`src/rtl/mem_port_arbiter_pkg.sv`:
```
// Shared encodings for the two-requester memory port arbiter.
package mem_port_arbiter_pkg;
  typedef enum logic [1:0] {
    ARB_IDLE  = 2'd0,
    ARB_OWN_I = 2'd1,
    ARB_OWN_D = 2'd2
  } arb_state_e;

  localparam int ARB_RR    = 0;
  localparam int ARB_DPRIO = 1;
endpackage

```
`src/rtl/mem_port_arbiter_if.sv`:
```
// SRAM-style bundle: fetch (I) and load/store (D) requesters plus the shared downstream port.
interface mem_port_arbiter_if #(parameter int AW = 32, parameter int DW = 32);
  logic [AW-1:0] i_addr;
  logic          i_c_en;
  logic [DW-1:0] i_rdata;
  logic          i_error;
  logic          i_stall;
  logic [AW-1:0] d_addr;
  logic [DW-1:0] d_wdata;
  logic          d_c_en;
  logic          d_w_en;
  logic [3:0]    d_b_en;
  logic [DW-1:0] d_rdata;
  logic          d_error;
  logic          d_stall;
  logic [AW-1:0] m_addr;
  logic [DW-1:0] m_wdata;
  logic          m_c_en;
  logic          m_w_en;
  logic [3:0]    m_b_en;
  logic [DW-1:0] m_rdata;
  logic          m_error;
  logic          m_stall;

  modport slave (
    input  i_addr, i_c_en, output i_rdata, i_error, i_stall,
    input  d_addr, d_wdata, d_c_en, d_w_en, d_b_en,
    output d_rdata, d_error, d_stall,
    output m_addr, m_wdata, m_c_en, m_w_en, m_b_en,
    input  m_rdata, m_error, m_stall
  );

  modport master (
    output i_addr, i_c_en, input i_rdata, i_error, i_stall,
    output d_addr, d_wdata, d_c_en, d_w_en, d_b_en,
    input  d_rdata, d_error, d_stall,
    input  m_addr, m_wdata, m_c_en, m_w_en, m_b_en,
    output m_rdata, m_error, m_stall
  );
endinterface

```
`src/rtl/mem_port_arbiter.sv`:
```
// Grants the single downstream port to I or D, one transaction at a time, via a registered
// IDLE/OWN_I/OWN_D FSM; every grant is followed by at least one IDLE arbitration cycle.
module mem_port_arbiter
  import mem_port_arbiter_pkg::*;
#(
  parameter int ARB_MODE = ARB_RR,
  parameter int AW       = 32,
  parameter int DW       = 32
) (
  input logic               ACLK,
  input logic               ARESETn,
  mem_port_arbiter_if.slave bus
);

  arb_state_e state_q, state_d;
  logic       last_d_q, last_d_d;
  logic       served_q, served_d;
  logic       own_i, own_d, done, tie_d, pick_d;

  always_ff @(posedge ACLK or negedge ARESETn) begin
    if (!ARESETn) begin
      state_q  <= ARB_IDLE;
      last_d_q <= 1'b0;
      served_q <= 1'b0;
    end else begin
      state_q  <= state_d;
      last_d_q <= last_d_d;
      served_q <= served_d;
    end
  end

  // Ties: fixed mode always picks D. Round-robin picks whoever was not served last,
  // with I winning until the first completion after reset (served_q still clear).
  assign tie_d  = (ARB_MODE == ARB_DPRIO) || (served_q && !last_d_q);
  assign pick_d = bus.d_c_en && (!bus.i_c_en || tie_d);

  always_comb begin
    state_d  = state_q;
    last_d_d = last_d_q;
    served_d = served_q;
    case (state_q)
      ARB_IDLE: begin
        if (bus.i_c_en || bus.d_c_en) state_d = pick_d ? ARB_OWN_D : ARB_OWN_I;
      end
      ARB_OWN_I: begin
        if (!bus.m_stall) begin
          state_d  = ARB_IDLE;
          last_d_d = 1'b0;
          served_d = 1'b1;
        end
      end
      ARB_OWN_D: begin
        if (!bus.m_stall) begin
          state_d  = ARB_IDLE;
          last_d_d = 1'b1;
          served_d = 1'b1;
        end
      end
      default: state_d = ARB_IDLE;
    endcase
  end

  assign own_i = (state_q == ARB_OWN_I);
  assign own_d = (state_q == ARB_OWN_D);
  assign done  = !bus.m_stall;

  // Fetches are always full-word reads.
  assign bus.m_c_en  = own_i || own_d;
  assign bus.m_addr  = own_d ? bus.d_addr : (own_i ? bus.i_addr : {AW{1'b0}});
  assign bus.m_wdata = own_d ? bus.d_wdata : {DW{1'b0}};
  assign bus.m_w_en  = own_d && bus.d_w_en;
  assign bus.m_b_en  = own_d ? bus.d_b_en : (own_i ? 4'hF : 4'h0);

  assign bus.i_rdata = own_i ? bus.m_rdata : {DW{1'b0}};
  assign bus.d_rdata = own_d ? bus.m_rdata : {DW{1'b0}};
  assign bus.i_error = own_i && done && bus.m_error;
  assign bus.d_error = own_d && done && bus.m_error;
  assign bus.i_stall = bus.i_c_en && !(own_i && done);
  assign bus.d_stall = bus.d_c_en && !(own_d && done);

endmodule

```
`src/flat_wrapper.sv`:
```
// flat-port wrapper written by rule: the top's interface ports become plain ports
module mem_port_arbiter_flat import mem_port_arbiter_pkg::*;
#(
  parameter int ARB_MODE = ARB_RR,
  parameter int AW       = 32,
  parameter int DW       = 32
)
  (ACLK, ARESETn, bus_i_addr, bus_i_c_en, bus_i_rdata, bus_i_error, bus_i_stall, bus_d_addr, bus_d_wdata, bus_d_c_en, bus_d_w_en, bus_d_b_en, bus_d_rdata, bus_d_error, bus_d_stall, bus_m_addr, bus_m_wdata, bus_m_c_en, bus_m_w_en, bus_m_b_en, bus_m_rdata, bus_m_error, bus_m_stall);
  mem_port_arbiter_if #(.AW(AW), .DW(DW)) bus_i ();
  input logic ACLK;
  input logic ARESETn;
  input wire logic [$bits(bus_i.i_addr)-1:0] bus_i_addr;
  input wire logic [$bits(bus_i.i_c_en)-1:0] bus_i_c_en;
  output wire logic [$bits(bus_i.i_rdata)-1:0] bus_i_rdata;
  output wire logic [$bits(bus_i.i_error)-1:0] bus_i_error;
  output wire logic [$bits(bus_i.i_stall)-1:0] bus_i_stall;
  input wire logic [$bits(bus_i.d_addr)-1:0] bus_d_addr;
  input wire logic [$bits(bus_i.d_wdata)-1:0] bus_d_wdata;
  input wire logic [$bits(bus_i.d_c_en)-1:0] bus_d_c_en;
  input wire logic [$bits(bus_i.d_w_en)-1:0] bus_d_w_en;
  input wire logic [$bits(bus_i.d_b_en)-1:0] bus_d_b_en;
  output wire logic [$bits(bus_i.d_rdata)-1:0] bus_d_rdata;
  output wire logic [$bits(bus_i.d_error)-1:0] bus_d_error;
  output wire logic [$bits(bus_i.d_stall)-1:0] bus_d_stall;
  output wire logic [$bits(bus_i.m_addr)-1:0] bus_m_addr;
  output wire logic [$bits(bus_i.m_wdata)-1:0] bus_m_wdata;
  output wire logic [$bits(bus_i.m_c_en)-1:0] bus_m_c_en;
  output wire logic [$bits(bus_i.m_w_en)-1:0] bus_m_w_en;
  output wire logic [$bits(bus_i.m_b_en)-1:0] bus_m_b_en;
  input wire logic [$bits(bus_i.m_rdata)-1:0] bus_m_rdata;
  input wire logic [$bits(bus_i.m_error)-1:0] bus_m_error;
  input wire logic [$bits(bus_i.m_stall)-1:0] bus_m_stall;
  assign bus_i.i_addr = bus_i_addr;
  assign bus_i.i_c_en = bus_i_c_en;
  assign bus_i_rdata = bus_i.i_rdata;
  assign bus_i_error = bus_i.i_error;
  assign bus_i_stall = bus_i.i_stall;
  assign bus_i.d_addr = bus_d_addr;
  assign bus_i.d_wdata = bus_d_wdata;
  assign bus_i.d_c_en = bus_d_c_en;
  assign bus_i.d_w_en = bus_d_w_en;
  assign bus_i.d_b_en = bus_d_b_en;
  assign bus_d_rdata = bus_i.d_rdata;
  assign bus_d_error = bus_i.d_error;
  assign bus_d_stall = bus_i.d_stall;
  assign bus_m_addr = bus_i.m_addr;
  assign bus_m_wdata = bus_i.m_wdata;
  assign bus_m_c_en = bus_i.m_c_en;
  assign bus_m_w_en = bus_i.m_w_en;
  assign bus_m_b_en = bus_i.m_b_en;
  assign bus_i.m_rdata = bus_m_rdata;
  assign bus_i.m_error = bus_m_error;
  assign bus_i.m_stall = bus_m_stall;
  mem_port_arbiter #(.ARB_MODE(ARB_MODE), .AW(AW), .DW(DW)) u_core (.ACLK(ACLK), .ARESETn(ARESETn), .bus(bus_i));
endmodule
```
`config.mk`:
```
export PLATFORM = sky130hd
export DESIGN_NAME = mem_port_arbiter_flat
export DESIGN_NICKNAME = d
export VERILOG_FILES = /design/src/rtl/mem_port_arbiter_pkg.sv /design/src/rtl/mem_port_arbiter_if.sv /design/src/rtl/mem_port_arbiter.sv /design/src/flat_wrapper.sv
export SDC_FILE = /design/constraint.sdc
export NUM_CORES = 1
export LEC_CHECK = 0
export ABC_AREA = 0
export CAP_MARGIN = 15
export CORE_AREA = 2 2 108 110
export DETAILED_ROUTE_END_ITERATION = 8
export DIE_AREA = 0 0 110 112
export GPL_TIMING_DRIVEN = 0
export PLACE_DENSITY_LB_ADDON = 0.08
export SKIP_LAST_GASP = 1
export SLEW_MARGIN = 40
export SYNTH_ARGS = -nofsm -noshare
export SYNTH_HDL_FRONTEND = slang
export SYNTH_SLANG_ARGS = --single-unit
```
`constraint.sdc`:
```
create_clock -name ACLK -period 2.1 [get_ports ACLK]
set_input_delay 0.42 -clock ACLK [delete_from_list [all_inputs] [get_ports ACLK]]
set_output_delay 0.42 -clock ACLK [all_outputs]
set_load 0.01 [all_outputs]
```
==> results.txt <==
----------------------------------------------------
[Status]
  Status ... complete, but fails checks
  Failing checks ... setup timing

[Timing]
  Total negative slack for setup checks ... -795 ps
  Slew Limit Headroom ... 0.800
  Final-report hold violation count ... 0
  Min Clock Period, post-route ... 2210 ps
  Ratio of final minimum period to clock period ... 1.05
  Final Skew ... 3.67 ps
  Number of pins exceeding their max-slew limit in the final report ... 0
  Setup slack after layout ... -109 ps
  Maximum achievable frequency ... 453 MHz
  Slew at the pin closest to its max-slew limit ... between 300 and 400 ps
  Unrepaired setup endpoints after global routing ... true
  Final number of setup-violating endpoints ... 16

[Floorplanning]
  I/O pin cnt ... around 280
  Area of the die ... 0.0123 mm^2
  Y dimension of the die ... 112 um
  Initial Utilization ... 0.122
  Total core area ... 0.0112 mm^2
  Die span in x ... 110 um
  Rows ... 39

[Global routing]
  Vias in the first global route ... 2538
  Maximum number of pins on one net before global-route repair ... 11
  Antenna violations before repair ... 0
  Total global routing track utilization ... 0.143
  Remaining global-route overflow ... 0
  Wire length of the first global-routing pass ... 13900 um

[Synthesis]
  Leading post-synthesis cells by cell area ... sky130_fd_sc_hd__and2_1, sky130_fd_sc_hd__a22o_2, sky130_fd_sc_hd__dfrtp_1
  Net count after synthesis ... 333
  Cell area after synthesis ... 0.00137 mm^2
  Yosys cell types ... 24
  Synth Area per Inst ... 7.22 um^2
  Cell accounting for the most synthesized area ... sky130_fd_sc_hd__and2_1
  Part of the Yosys area used for sequential elements ... 0.0733
  YS warnings ... 0
  Proportion of netlist area held by the largest area contributor ... 0.431
  Number of synthesized register bits ... 4
  Gate count after technology mapping ... 189

[Worst setup path]
  Setup slack of the most critical reg-to-reg path ... 460 ps
  CP arrival ... ~1800 ps
  Setup Crit Path Kind ... flop to output port
  Cells on worst reg2reg path ... 7
  Critical Path RT ... 1680 ps
  Crit-path max FO ... 5
  Crit. End Element ... output port
  Launching element type of the critical path ... flop
  Worst R2R Start ... u_core.state_q[1]
  Endpoint of the most critical register-to-register path ... u_core.state_q[1]

[Clocking]
  CTS buffer count ... 3
  Longest Clk Path Bufs ... 2
  Clock slew at the register clock pins of the worst setup and hold paths ... 30 ps
  Number of clock sinks seen by CTS ... 4
  Clock Latency Late Sink ... approximately 220 ps
  Deepest level of the CTS H-tree ... 1
  TritonCTS clock tree ... done
  Number of hold-repair buffers added at the cts stage ... 0
  CTS root buf ... sky130_fd_sc_hd__clkbuf_16

[Min path]
  Kind of path behind the tightest hold check ... input pin to asynchronous set/reset pin

[Detailed routing]
  Violation count after the first detailed-routing iteration ... 44
  Via count of the routed design ... 2544
  Avg WL per Cell ... 15.2 um
  Remaining design rule violation count ... 0
  Final wirelength ... 9820 um
  Vias/cell ... 3.94
  Final antenna-violating net count ... 0
  Iteration count of the initial detailed-routing pass ... 3

[Place]
  Detailed-placement wirelength estimate ... 8080 um
  Port bufs ... 276
  Inst Count DP ... 608
  Placer's final routability congestion estimate ... ~0.75

[Run]
  Max-cap viol count ... 0

[Layout]
  Total Nets Final ... 648
  Final design utilization ... 0.426
  Layout cells sized above 1 ... 0.319
  Non-Filler Instances ... 645
  Number of diodes added for antenna fixing ... 0
  Area growth, synth to finish ... 249%

[Power]
  Total Power ... 4.25 mW
  Peak VDD IR ... ~0.00080 V
  Pwr Density ... 892 mW/mm^2
  P_leak ... 2.51 nW

----------------------------------------------------
cells in the mapped netlist:
master / number
sky130_fd_sc_hd__a21boi_0: 1
sky130_fd_sc_hd__a21o_1: 1
sky130_fd_sc_hd__a21oi_1: 1
sky130_fd_sc_hd__a22o_1: 5
sky130_fd_sc_hd__a22o_2: 28
sky130_fd_sc_hd__a32oi_1: 1
sky130_fd_sc_hd__and2_1: 94
sky130_fd_sc_hd__and2_2: 3
sky130_fd_sc_hd__and3_1: 2
sky130_fd_sc_hd__and3_2: 1
sky130_fd_sc_hd__buf_2: 1
sky130_fd_sc_hd__buf_4: 2
sky130_fd_sc_hd__buf_6: 3
sky130_fd_sc_hd__clkbuf_1: 9
sky130_fd_sc_hd__clkbuf_2: 2
sky130_fd_sc_hd__dfrtp_1: 4
sky130_fd_sc_hd__ha_1: 5
sky130_fd_sc_hd__inv_1: 6
sky130_fd_sc_hd__nand2_1: 12
sky130_fd_sc_hd__nand2b_1: 1
sky130_fd_sc_hd__nand3b_1: 1
sky130_fd_sc_hd__nor2b_4: 1
sky130_fd_sc_hd__o21ai_0: 4
sky130_fd_sc_hd__o22ai_1: 1
cells in the final DEF, fill, tap and decap left out, types with 4 or more instances in the layout:
master                            count
sky130_fd_sc_hd__dlygate4sd2_1       69
sky130_fd_sc_hd__a22o_1               5
sky130_fd_sc_hd__o21ai_0              4
sky130_fd_sc_hd__nand2_1             12
sky130_fd_sc_hd__inv_1                4
sky130_fd_sc_hd__a22o_2               5
sky130_fd_sc_hd__clkbuf_2            32
sky130_fd_sc_hd__clkdlybuf4s50_1    138
sky130_fd_sc_hd__buf_6               42
sky130_fd_sc_hd__and2_1              94
sky130_fd_sc_hd__buf_2               12
sky130_fd_sc_hd__a22o_4              23
sky130_fd_sc_hd__buf_4               19
sky130_fd_sc_hd__clkbuf_8             4
stage by stage:
stage / instance area (um^2) / setup slack, ps / hold WS [ps]
2_1_floorplan: 1370 / 348 / 124
3_3_place_gp: 4310 / -428 / 469
3_5_place_dp: 4310 / -459 / 471
4_1_cts: 4650 / -165 / 395
5_1_grt: 4760 / -149 / 414
6_report: 4760 / -109 / 393
critical path: stages (launching register included):
cell                      delay, ps
sky130_fd_sc_hd__dfrtp_2        440
sky130_fd_sc_hd__ha_4           180
sky130_fd_sc_hd__buf_12         110
sky130_fd_sc_hd__nor2b_4        140
sky130_fd_sc_hd__buf_6          120
sky130_fd_sc_hd__buf_6          130
sky130_fd_sc_hd__buf_12         120
sky130_fd_sc_hd__a22o_4         210
sky130_fd_sc_hd__buf_6          120
power by group:
group / internal (mW) / switching [mW]
clock: 0.243 / 0.0528
combinational: 2.23 / 1.58
sequential: 0.106 / 0.0323
total: 2.58 / 1.66
sequential cells by signal (all words and copies together) (netlist names):
signal,count
u_core.state_q,2
u_core.last_d_q,1
u_core.served_q,1
worst max-delay path by stage:
stage | start | end | slack (ps)
after floorplan | u_core.state_q[0] | bus_m_addr[30] | 350
after global placement | u_core.state_q[1] | bus_i_rdata[23] | -430
after detailed placement | u_core.state_q[1] | bus_i_rdata[23] | -460
after CTS | u_core.state_q[1] | bus_m_addr[2] | -170
after global routing | u_core.state_q[0] | bus_m_addr[6] | -150
final | u_core.state_q[0] | bus_m_addr[6] | -110
cell families (layout without fill, tap and decap cells):
logic type,Yosys count,after routing,synth area share
flops,4,4,0.0733
compound gates,42,42,0.278
simple gates,115,115,0.515
buf+inv,23,336,0.0880
fa+ha+maj,5,5,0.0458
layout make-up:
cell class,count,area [um^2]
inverters,6,25.0
clock buffers,3,75.1
multi-input cells,162,1360
fillers,1173,6410
well taps,143,179
plain buffers,17,178
flip-flops and latches,4,103
repair buffers,310,2840
metal layers:
metal	track usage	vias up	routed length, um
met5	0	-	0
met3	0.0322	8	1060
met1	0.153	1142	3430
met2	0.280	132	5200
met4	0.0262	0	124
li1	-	1262	-
what timing repair did:
action	CTS	global route
pin swaps	1	3
setup endpoints to repair	137	70
gates resized for setup	323	87
setup buffers	24	10
cloned	1	0
Power figures use the tool's default switching activity.
